===== config.mk =====
export PLATFORM = sky130hd
export DESIGN_NAME = wd_escalation
export DESIGN_NICKNAME = d
export VERILOG_FILES = /design/src/rtl/wd_pkg.sv /design/src/rtl/wd_edge_det.sv /design/src/rtl/wd_escalation.sv
export SDC_FILE = /design/constraint.sdc
export NUM_CORES = 1
export LEC_CHECK = 0
export BUFFER_PORTS_ARGS = -buffer_cell sky130_fd_sc_hd__clkbuf_2
export CAP_MARGIN = 20
export CORE_ASPECT_RATIO = 1.2
export CORE_MARGIN = 2
export CORE_UTILIZATION = 50
export CTS_CLUSTER_SIZE = 20
export DETAILED_ROUTE_END_ITERATION = 8
export HOLD_SLACK_MARGIN = 0.1
export PLACE_DENSITY = 0.76
export SYNTH_ARGS = -nofsm -noshare
export SYNTH_HDL_FRONTEND = slang
export SYNTH_SLANG_ARGS = --single-unit

===== constraint.sdc =====
create_clock -name CLK -period 3.3 [get_ports CLK]
set_input_delay 0.66 -clock CLK [delete_from_list [all_inputs] [get_ports CLK]]
set_output_delay 0.66 -clock CLK [all_outputs]
set_load 0.005 [all_outputs]

===== src/rtl/wd_pkg.sv =====
// Shared definitions for the watchdog escalation block: state encodings,
// default counter width and default system-reset pulse length.
package wd_pkg;

    localparam int CNT_W_DEF         = 4;
    localparam int RST_PULSE_LEN_DEF = 16;

    // Pulse counter width; covers the full 1..255 pulse-length range.
    localparam int PULSE_W = 8;

    typedef enum logic [1:0] {
        ST_IDLE    = 2'b00,
        ST_WARN    = 2'b01,
        ST_FAULT   = 2'b10,
        ST_RECOVER = 2'b11
    } wd_state_e;

endpackage


===== src/rtl/wd_edge_det.sv =====
// Rising-edge detector for the frame-window overrun level. The history
// register resets to 0, so a level already high at reset release is seen
// as an edge on the first clock.
module wd_edge_det (
    input  logic CLK,
    input  logic WDRST,
    input  logic din,
    output logic rise
);

    logic din_q;

    // One-cycle history of the input level
    always_ff @(posedge CLK or posedge WDRST) begin
        if (WDRST) din_q <= 1'b0;
        else       din_q <= din;
    end

    assign rise = din & ~din_q;

endmodule


===== src/rtl/wd_escalation.sv =====
// Watchdog escalation: counts consecutive frame-window overruns, raises a
// sticky warning IRQ at WARN_THR misses and fires a fixed-length system
// reset pulse at FAULT_THR misses, then waits for the overrun level to clear.
module wd_escalation
    import wd_pkg::*;
#(
    parameter int CNT_W         = CNT_W_DEF,
    parameter int RST_PULSE_LEN = RST_PULSE_LEN_DEF
) (
    input  logic             CLK,
    input  logic             WDRST,
    input  logic             FW_OVR,
    input  logic             WDSRVC,
    input  logic [CNT_W-1:0] WARN_THR,
    input  logic [CNT_W-1:0] FAULT_THR,
    input  logic             IRQ_CLR,
    output logic             WD_IRQ,
    output logic             SYS_RST,
    output logic             FAULT_SEEN,
    output logic [CNT_W-1:0] FAIL_CNT,
    output logic [1:0]       STATE
);

    localparam logic [CNT_W-1:0]   CNT_MAX   = {CNT_W{1'b1}};
    localparam logic [PULSE_W-1:0] PULSE_LEN = PULSE_W'(RST_PULSE_LEN);

    wd_state_e          state_q, state_d;
    logic [CNT_W-1:0]   cnt_q, cnt_d, cnt_upd;
    logic [PULSE_W-1:0] pulse_q, pulse_d;
    logic               irq_q, fseen_q, srst_q;
    logic               miss, srvc, warn_hit, fault_hit;
    logic               irq_set, fault_enter;

    wd_edge_det u_edge (
        .CLK   (CLK),
        .WDRST (WDRST),
        .din   (FW_OVR),
        .rise  (miss)
    );

    // A service only counts when no miss lands in the same cycle
    assign srvc = WDSRVC & ~miss;

    // Count as it would be after this edge; thresholds are compared against it
    always_comb begin
        cnt_upd = cnt_q;
        if (miss) begin
            if (cnt_q != CNT_MAX) cnt_upd = cnt_q + CNT_W'(1);
        end else if (srvc) begin
            cnt_upd = '0;
        end
    end

    assign warn_hit  = (WARN_THR  != '0) && (cnt_upd >= WARN_THR);
    assign fault_hit = (FAULT_THR != '0) && (cnt_upd >= FAULT_THR);

    // Next-state, miss counter and pulse counter
    always_comb begin
        state_d     = state_q;
        cnt_d       = cnt_q;
        pulse_d     = pulse_q;
        irq_set     = 1'b0;
        fault_enter = 1'b0;
        case (state_q)
            ST_IDLE, ST_WARN: begin
                cnt_d = cnt_upd;
                if (fault_hit) begin
                    state_d     = ST_FAULT;
                    cnt_d       = '0;
                    pulse_d     = PULSE_LEN;
                    irq_set     = 1'b1;
                    fault_enter = 1'b1;
                end else if (state_q == ST_IDLE && warn_hit) begin
                    state_d = ST_WARN;
                    irq_set = 1'b1;
                end else if (state_q == ST_WARN && srvc) begin
                    state_d = ST_IDLE;
                end
            end
            ST_FAULT: begin
                // Misses and services are ignored while the pulse runs
                if (pulse_q <= PULSE_W'(1)) begin
                    state_d = ST_RECOVER;
                    pulse_d = '0;
                end else begin
                    pulse_d = pulse_q - PULSE_W'(1);
                end
            end
            ST_RECOVER: begin
                if (!FW_OVR) state_d = ST_IDLE;
            end
            default: state_d = ST_IDLE;
        endcase
    end

    // State, counters and the registered reset pulse
    always_ff @(posedge CLK or posedge WDRST) begin
        if (WDRST) begin
            state_q <= ST_IDLE;
            cnt_q   <= '0;
            pulse_q <= '0;
            srst_q  <= 1'b0;
        end else begin
            state_q <= state_d;
            cnt_q   <= cnt_d;
            pulse_q <= pulse_d;
            srst_q  <= (state_d == ST_FAULT);
        end
    end

    // Sticky IRQ (set beats clear) and sticky fault flag
    always_ff @(posedge CLK or posedge WDRST) begin
        if (WDRST) begin
            irq_q   <= 1'b0;
            fseen_q <= 1'b0;
        end else begin
            if (irq_set)      irq_q <= 1'b1;
            else if (IRQ_CLR) irq_q <= 1'b0;
            if (fault_enter)  fseen_q <= 1'b1;
        end
    end

    assign WD_IRQ     = irq_q;
    assign SYS_RST    = srst_q;
    assign FAULT_SEEN = fseen_q;
    assign FAIL_CNT   = cnt_q;
    assign STATE      = state_q;

endmodule


==> flow_metrics.env, run 1 <==
export IMPL_final_cells=191
export IMPL_syn_nets=161
export IMPL_yosys_register_bits=18
export IMPL_drt_iter0_drc=6
export IMPL_pin_count=22
export IMPL_fp_coreArea_um2=2330
export IMPL_r2r_end="STATE[0]"
export IMPL_synth_cells=137
export IMPL_areaGrowthSynthToFinish_pct=12.7
export IMPL_antenna_found_initial=0
export IMPL_ys_seq_area_share_pct=36.1
export IMPL_yosys_warnings=0
export IMPL_maxCapViolations=0
export IMPL_die_h_um=58.7
export IMPL_clkSinkCount=18
export IMPL_final_nets=185
export IMPL_slew_violations=0
export IMPL_r2r_worst_path_cells=10
export IMPL_cts_made_buffers=3
export IMPL_p_leak_nw=0.664
export IMPL_worst_pin_slew_ps=680
export IMPL_hold_buffers=0
export IMPL_min_period_ps=2960
export IMPL_tns_ps=0
export IMPL_finalClockSkew_ps=5.63
export IMPL_via_per_inst=5.71
export IMPL_path_max_fanout=5
export IMPL_start_util_pct=53.6
export IMPL_grt_start_max_net_pins=21
export IMPL_arrival_ps=3200
export IMPL_cp_data_required_time_ps=3530
export IMPL_die_area_um2=2910
export IMPL_hold_slack_ps=442
export IMPL_num_vias=1090
export IMPL_start_kind="primary input"
export IMPL_die_w_um=49.6
export IMPL_antenna_cells=0
export IMPL_grt_overflow_total=0
export IMPL_dp_hpwl_mm=2.05
export IMPL_r2r_start="FAIL_CNT[0]"
export IMPL_cts_tree="done"
export IMPL_path_clk_slew_ps=100
export IMPL_irDropWorstVdd_uv=503
export IMPL_rrSetupSlack_ps=380
export IMPL_syn_area_um2=1250
export IMPL_grt_use_total_pct=19.6
export IMPL_status="completed"
export IMPL_finalWirelength_mm=2.56
export IMPL_clk_latency_ps=280
export IMPL_clockBufferDepth=2
export IMPL_hold_violations=0
export IMPL_power_density_nw_per_um2=775
export IMPL_drc=0
export IMPL_io_buffers=21
export IMPL_finalPower_mw=1.09
export IMPL_cts_resized=0
export IMPL_post_cts_buffers=0
export IMPL_cts_root_buf="clkbuf_4"
export IMPL_htreeDepth=1
export IMPL_wl_per_cell_um=13.4
export IMPL_min_period_over_period_pct=89.8
export IMPL_end_kind="register"
export IMPL_avgSynthCellArea_um2=9.11
export IMPL_gp_congestion=0.855
export IMPL_rsz0062_at_grt="false"
export IMPL_final_setup_viol_count=0
export IMPL_row_count=19
export IMPL_drtPass1Iterations=4
export IMPL_placed_cells=187
export IMPL_path_class="in -> reg"
export IMPL_fmax_mhz=337
export IMPL_hold_class="in -> async"
export IMPL_synthDistinctLibCells=40
export IMPL_final_util_pct=60.4
export IMPL_grt_pass1_vias=1088
export IMPL_slew_limit_headroom_pct=54.6
export IMPL_grt_pass1_wl_mm=4.53
export IMPL_drive_above_1_share_pct=21.3
export IMPL_ant_nets=0
-- stage by stage --
step	setup WS [ps]	cell area, µm²
CTS	368	1410
global route	95.7	1410
floorplan	490	1250
finish	336	1410
detailed placement	65.4	1370
global placement	171	1370
-- registers in the layout, indices dropped and copies added (netlist names) --
register      cells
u_edge.din_q      1
pulse_q           8
FAULT_SEEN        1
WD_IRQ            1
FAIL_CNT          4
STATE             2
SYS_RST           1
-- critical path: stages --
cell and delay (ps):
clkbuf_2 130, nor2b_1 310, mux2i_1 310, mux2i_1 170
ha_1 290, nand2b_1 150, a2111oi_0 540, nor3_1 200
a311o_1 360, nand2_1 70
-- worst max-delay path by stage --
stage	startpoint	cells past startpoint	endpoint	slack, ps
after floorplan	FW_OVR	9	STATE[0]	490
after global placement	FW_OVR	10	STATE[0]	170
after detailed placement	FW_OVR	10	STATE[0]	70
after CTS	FW_OVR	10	STATE[0]	370
after global routing	FW_OVR	10	STATE[0]	100
final	FW_OVR	10	STATE[0]	340
-- cell usage in the layout (no fill, tap or decap), types with 4 or more instances in the layout --
master	Yosys	routed
a21oi_1	4	4
clkbuf_2	0	21
dfrtp_1	18	18
ha_1	11	11
inv_1	10	10
nand2_1	11	11
nand2b_1	7	7
nor2_1	11	11
nor3_1	7	7
o21ai_0	10	10
o21ai_1	5	5
-- final cells by class --
class / instances / area [µm²]
Multi-Input combinational cell: 106 / 732
Fill cell: 225 / 922
Clock buffer: 4 / 36.3
Timing Repair Buffer: 22 / 113
Tap cell: 31 / 38.8
Inverter: 10 / 37.5
Sequential cell: 18 / 450
-- cells in the mapped netlist, drive strengths merged --
master | n | area [µm²]
o41ai | 3 | 45.1
nor3b | 1 | 7.51
o311ai | 1 | 8.76
and2b | 1 | 8.76
a22o | 1 | 8.76
a21o | 1 | 7.51
buf | 1 | 11.3
a311o | 1 | 10.0
clkbuf | 2 | 17.5
o31ai | 1 | 7.51
nand2 | 11 | 41.3
nand3 | 3 | 15.0
or2 | 2 | 12.5
o22a | 1 | 8.76
nor3 | 7 | 35.0
mux2i | 3 | 30.0
or3b | 1 | 8.76
nor4 | 3 | 18.8
a2111oi | 1 | 8.76
inv | 10 | 37.5
a31o | 1 | 8.76
o21a | 2 | 15.0
or3 | 1 | 11.3
nand2b | 7 | 43.8
nand3b | 1 | 7.51
nor2b | 2 | 12.5
and2 | 2 | 12.5
o2111ai | 1 | 8.76
a211oi | 1 | 7.51
nor2 | 11 | 41.3
a21oi | 5 | 36.3
a41oi | 1 | 8.76
ha | 11 | 138
o21ai | 15 | 75.1
dfrtp | 18 | 450
or4 | 3 | 22.5
-- kinds of logic after synthesis --
group | share of synthesized area, %
AOI/OAI and AO/OA | 21.2
DFF | 36.1
and+or+nand+nor | 23.9
buffers and inverters | 5.31
muxes | 2.40
adders and majority gates | 11.0
-- power breakdown --
group	switching (mW)	total, mW	leakage (nW)	internal (mW)
registers	0.112	0.418	0.227	0.306
logic	0.294	0.542	0.416	0.248
clock network	0.0640	0.131	0.0210	0.0671
total	0.470	1.09	0.664	0.622
-- metal layers --
layer / wire length (µm) / global-route usage [%]
met4: 14 / 5.56
met5: 0 / 0
met3: 97 / 1.78
met1: 1110 / 22.6
met2: 1340 / 38.1
Power figures use the tool's default switching activity.
==> run 2: changes to the inputs <==
- CTS_BUF_LIST: not set -> sky130_fd_sc_hd__clkbuf_8
- CTS_CLUSTER_SIZE: 20 -> not set
- RECOVER_POWER: not set -> 50
==> run 2 against run 1 <==
Against the previous run:
- clock-buffer cell count did not move
- cell count did not move
- combinational power fell by 0.7%
- highest routed layer unchanged
- register-to-register slack barely moved
- maximum frequency fell by 1.1%
==> flow_metrics.env, run 2 (synthesis results as in run 1) <==
export IMPL_rsz0062_at_grt="false"
export IMPL_p_leak_nw=0.663
export IMPL_drive_above_1_share_pct=19.4
export IMPL_r2r_end="STATE[0]"
export IMPL_start_kind="primary input"
export IMPL_drt_iter0_drc=11
export IMPL_path_class="in -> reg"
export IMPL_intPower_mw=0.657
export IMPL_wl_per_cell_um=13.5
export IMPL_grt_pass1_vias=1100
export IMPL_start_util_pct=53.6
export IMPL_pre_cts_ws_ps=65.4
export IMPL_grt_pass1_wl_mm=4.55
export IMPL_final_cells=191
export IMPL_die_h_um=58.7
export IMPL_min_path_cells=1
export IMPL_finalClockSkew_ps=2.65
export IMPL_num_vias=1092
export IMPL_hold_buffers=0
export IMPL_end_kind="register"
export IMPL_slew_limit_headroom_pct=53.7
export IMPL_slew_violations=0
export IMPL_die_area_um2=2910
export IMPL_grt_start_max_net_pins=21
export IMPL_cts_made_buffers=3
export IMPL_cp_data_required_time_ps=3490
export IMPL_power_density_nw_per_um2=797
export IMPL_hold_path_startpoint="FAULT_SEEN"
export IMPL_irDropWorstVdd_uv=513
export IMPL_die_w_um=49.6
export IMPL_combPwrFrac_pct=47.4
export IMPL_htreeDepth=1
export IMPL_finalWirelength_mm=2.57
export IMPL_maxCapViolations=0
export IMPL_grt_use_total_pct=19.9
export IMPL_sw_frac_of_total_pct=42.0
export IMPL_cp_startpoint="FW_OVR"
export IMPL_gp_congestion=0.855
export IMPL_placed_cells=187
export IMPL_hold_slack_ps=465
export IMPL_setup_ws_ps=302
export IMPL_antenna_found_initial=0
export IMPL_p_sw_mw=0.476
export IMPL_io_buffers=21
export IMPL_final_cell_mix="dfrtp_1, clkbuf_2, nor2_1, nand2_1, ha_1"
export IMPL_final_setup_viol_count=0
export IMPL_final_nets=185
export IMPL_clk_latency_ps=250
export IMPL_path_clk_slew_ps=70
export IMPL_largest_register="pulse_q"
export IMPL_fmax_mhz=334
export IMPL_via_per_inst=5.72
export IMPL_tns_ps=0
export IMPL_path_max_fanout=5
export IMPL_drc=0
export IMPL_hold_path_end="FAULT_SEEN"
export IMPL_finalPower_mw=1.13
export IMPL_worst_pin_slew_ps=688
export IMPL_hold_violations=0
export IMPL_ant_nets=0
export IMPL_cts_resized=0
export IMPL_min_period_ps=3000
export IMPL_hold_class="reg -> reg"
export IMPL_cts_root_buf="clkbuf_8"
export IMPL_cts_tree="done"
export IMPL_status="completed"
export IMPL_clockBufferDepth=2
export IMPL_pin_count=22
export IMPL_drtPass1Iterations=4
export IMPL_areaGrowthSynthToFinish_pct=13.9
export IMPL_row_count=19
export IMPL_r2r_worst_path_cells=10
export IMPL_arrival_ps=3190
export IMPL_post_cts_buffers=0
export IMPL_fp_coreArea_um2=2330
export IMPL_r2r_start="FAIL_CNT[0]"
export IMPL_grt_overflow_total=0
export IMPL_dp_hpwl_mm=2.05
export IMPL_clkSinkCount=18
export IMPL_n_fill_cell=223
export IMPL_clock_power_share_pct=15.5
export IMPL_rrSetupSlack_ps=380
export IMPL_antenna_cells=0
export IMPL_pwr_share_seq_pct=37.0
export IMPL_min_period_over_period_pct=90.8
export IMPL_largest_reg_flops=8
[run 2: changes by cell type in the layout (fill, tap and decap cells not counted)]
| cell | previous run | this run |
|---|---|---|
| clkbuf_1 | 0 | 3 |
| clkbuf_8 | 1 | 4 |
| clkbuf_2 | 21 | 18 |
| clkbuf_4 | 3 | 0 |
[run 2: per-stage QoR]
step | utilization, % | area, µm²
CTS | 61.2 | 1430
global placement | 58.9 | 1370
floorplan | - | 1250
detailed placement | 58.9 | 1370
finish | 61.1 | 1420
global route | 61.1 | 1420
[run 2: critical path, stage by stage]
cell and delay [ps]:
clkbuf_2 130, nor2b_1 310, mux2i_1 310, mux2i_1 170
ha_1 290, nand2b_1 150, a2111oi_0 530, nor3_1 200
a311o_1 370, nand2_1 70
[run 2: metal layers]
layer	vias to the layer above	share of wire, %	GRT usage, %
met5	-	0	0
met4	0	0.97	7.94
met3	4	2.9	1.78
met2	23	52	38.1
met1	521	44	22.6
li1	544	-	-
[run 2: power by group through the flow]
stage                     Sequential [mW]  Combinational, mW  Clock, mW
after floorplan                     0.382              0.481          0
after global routing                0.438              0.622      0.187
after detailed placement            0.423              0.546          0
after global placement              0.418              0.529          0
after CTS                           0.419              0.549      0.184
final                               0.420              0.538      0.176
[run 2: cell type report]
class / count / area [µm²] / share of cell area (%)
Multi-Input combinational cell: 106 / 732 / 51.5
Sequential cell: 18 / 450 / 31.7
Timing Repair Buffer: 22 / 109 / 7.65
Clock buffer: 4 / 55.1 / 3.87
Tap cell: 31 / 38.8 / 2.73
Inverter: 10 / 37.5 / 2.64
[run 2: worst max-delay path by stage]
stage               slack (ps)  endpoint
detailed placement          70  STATE[0]
global route                50  STATE[0]
finish                     300  STATE[0]
global placement           170  STATE[0]
CTS                        330  STATE[0]
floorplan                  490  STATE[0]
==> run 3: changes to the inputs <==
- ABC_AREA: not set -> 1
- SETUP_SLACK_MARGIN: not set -> 0.05
- SYNTH_HIERARCHICAL: not set -> 1
==> run 3 against run 2 <==
Against the previous run:
- non-clock buffer count shrank 1
- clock power grew 3%
- maximum frequency grew 25%
- cell count grew 13%
==> flow_metrics.env, run 3 <==
export IMPL_intPower_mw=0.627
export IMPL_stdcell_area_um2=1430
export IMPL_post_cts_buffers=0
export IMPL_synthFlopType="dfrtp_1"
export IMPL_drt_iter0_drc=21
export IMPL_worst_pin_slew_ps=684
export IMPL_io_buffers=21
export IMPL_drtPass1Iterations=4
export IMPL_yosysTopAreaCellShare_pct=36.5
export IMPL_dpl_cell_area_um2=1380
export IMPL_drive_above_1_share_pct=19.6
export IMPL_finalWirelength_mm=2.62
export IMPL_cts_resized=0
export IMPL_grt_start_max_net_pins=18
export IMPL_yosys_register_bits=18
export IMPL_async_flop_share_pct=100
export IMPL_end_kind="register"
export IMPL_hold_class="in -> async"
export IMPL_p_leak_nw=0.796
export IMPL_n_fill_cell=229
export IMPL_slew_violations=0
export IMPL_synthDistinctLibCells=25
export IMPL_rsz0062_at_grt="false"
export IMPL_fp_coreArea_um2=2310
export IMPL_slew_limit_headroom_pct=54.4
export IMPL_p_sw_mw=0.506
export IMPL_power_density_nw_per_um2=792
export IMPL_areaGrowthSynthToFinish_pct=15.8
export IMPL_path_class="reg -> reg"
export IMPL_cts_tree="done"
export IMPL_irDropWorstVdd_uv=478
export IMPL_grt_overflow_total=0
export IMPL_hold_slack_ps=223
export IMPL_die_area_um2=2880
export IMPL_ys_seq_area_share_pct=36.5
export IMPL_wl_per_cell_um=12.2
export IMPL_cts_made_buffers=3
export IMPL_maxCapViolations=0
export IMPL_hold_buffers=0
export IMPL_synth_top_area_cell="dfrtp_1"
export IMPL_row_count=19
export IMPL_finalPower_mw=1.13
export IMPL_num_vias=1098
export IMPL_status="completed"
export IMPL_ant_nets=0
export IMPL_dp_hpwl_mm=2.10
export IMPL_avgSynthCellArea_um2=7.77
export IMPL_clk_latency_ps=260
export IMPL_multi_input_area_um2=661
export IMPL_pin_count=22
export IMPL_fmax_mhz=417
export IMPL_start_kind="register"
export IMPL_synth_cells=159
export IMPL_yosys_warnings=6
export IMPL_via_per_inst=5.11
export IMPL_tns_ps=0
export IMPL_syn_area_um2=1230
export IMPL_path_max_fanout=7
export IMPL_netlist_top_cells_count="nand2_1, inv_1, dfrtp_1"
export IMPL_sw_frac_of_total_pct=44.7
export IMPL_path_clk_slew_ps=70
export IMPL_largest_register="pulse_q"
export IMPL_die_h_um=58.4
export IMPL_clockBufferDepth=2
export IMPL_clock_power_share_pct=16.0
export IMPL_grt_pass1_wl_mm=4.39
export IMPL_die_w_um=49.4
export IMPL_htreeDepth=1
export IMPL_final_common_cell="nand2_1"
export IMPL_syn_nets=183
export IMPL_start_util_pct=53.6
export IMPL_final_cell_mix="nand2_1, inv_1, dfrtp_1, clkbuf_2, nand3_1"
export IMPL_seq_area_um2=450
export IMPL_synth_most_common_cell="nand2_1"
export IMPL_drc=0
export IMPL_grt_pass1_vias=1092
export IMPL_arrival_ps=2540
export IMPL_antenna_found_initial=0
export IMPL_largest_reg_flops=8
export IMPL_min_period_over_period_pct=72.6
export IMPL_gp_congestion=0.845
export IMPL_finalClockSkew_ps=5.62
export IMPL_final_setup_viol_count=0
export IMPL_yosys_top_cells_area="dfrtp_1, ha_1, nand2_1"
export IMPL_cts_root_buf="clkbuf_8"
export IMPL_min_period_ps=2400
export IMPL_cp_data_required_time_ps=3450
export IMPL_combPwrFrac_pct=49.4
export IMPL_clkSinkCount=18
export IMPL_final_nets=209
export IMPL_grt_use_total_pct=20.1
export IMPL_synth_edff_count=0
export IMPL_pwr_share_seq_pct=34.6
export IMPL_antenna_cells=0
export IMPL_hold_violations=0
## run 3: kinds of logic after synthesis
| family | after synthesis | synth area share [%] |
|---|---|---|
| AO/OA/AOI/OAI | 22 | 11.7 |
| XOR/XNOR | 7 | 4.96 |
| adder cells (fa/ha/maj) | 11 | 11.1 |
| buffers and inverters | 33 | 10.0 |
| flip-flops | 18 | 36.5 |
| AND/OR/NAND/NOR | 68 | 25.7 |
## run 3: final cells by class
type	instances	share of cell area (%)
multi-input cells	108	46.2
flip-flops and latches	18	31.5
inverters	33	8.66
repair buffers	21	7.09
clock buffers	4	3.85
well taps	31	2.71
## run 3: final timing paths
| check | startpoint | endpoint | slack, ps | cells after the start |
|---|---|---|---|---|
| hold reg to reg | FAULT_SEEN | FAULT_SEEN | 480 | 2 |
| min in group CLK | FAULT_SEEN | FAULT_SEEN | 480 | 2 |
| hold / removal | WDRST | u_edge/din_q | 220 | 2 |
| max in group asynchronous | WDRST | pulse_q[6] | 2370 | 2 |
| setup / recovery | FAIL_CNT[0] | pulse_q[7] | 900 | 17 |
| setup reg to reg | FAIL_CNT[0] | pulse_q[7] | 900 | 17 |
## run 3: critical path, cell delays in order, from the launching register on
cell,delay (ps)
dfrtp_1,420
ha_1,250
nand3_1,100
nand2_1,90
inv_1,120
nand2_1,70
o211ai_1,90
inv_1,110
ha_1,280
nand2_1,40
inv_1,60
nand3_1,60
nand3_1,120
nand3_2,120
nand2_2,160
inv_1,90
nand2_1,60
nand2_1,40
## run 3: power groups by stage
stage	Combinational [mW]	Clock, mW	Sequential [mW]
2_1_floorplan	0.422	0	0.380
3_3_place_gp	0.538	0	0.390
3_5_place_dp	0.565	0	0.394
4_1_cts	0.567	0.190	0.391
5_1_grt	0.637	0.196	0.405
6_report	0.560	0.181	0.392
## run 3: routing by layer
metal / up-vias / GRT usage, % / share of wire, %
met5: - / 0 / 0
met4: 0 / 10.6 / 0.57
met3: 2 / 3.30 / 2.5
met2: 18 / 38.6 / 57
met1: 520 / 20.9 / 40
li1: 558 / - / -
## run 3: metrics by stage
step / util (%) / cells / setup WS [ps]
2_1_floorplan: - / 159 / 1090
3_3_place_gp: 59.8 / 211 / 773
3_5_place_dp: 59.8 / 211 / 695
4_1_cts: 62.2 / 215 / 908
5_1_grt: 62.0 / 215 / 634
6_report: 62.0 / 215 / 904
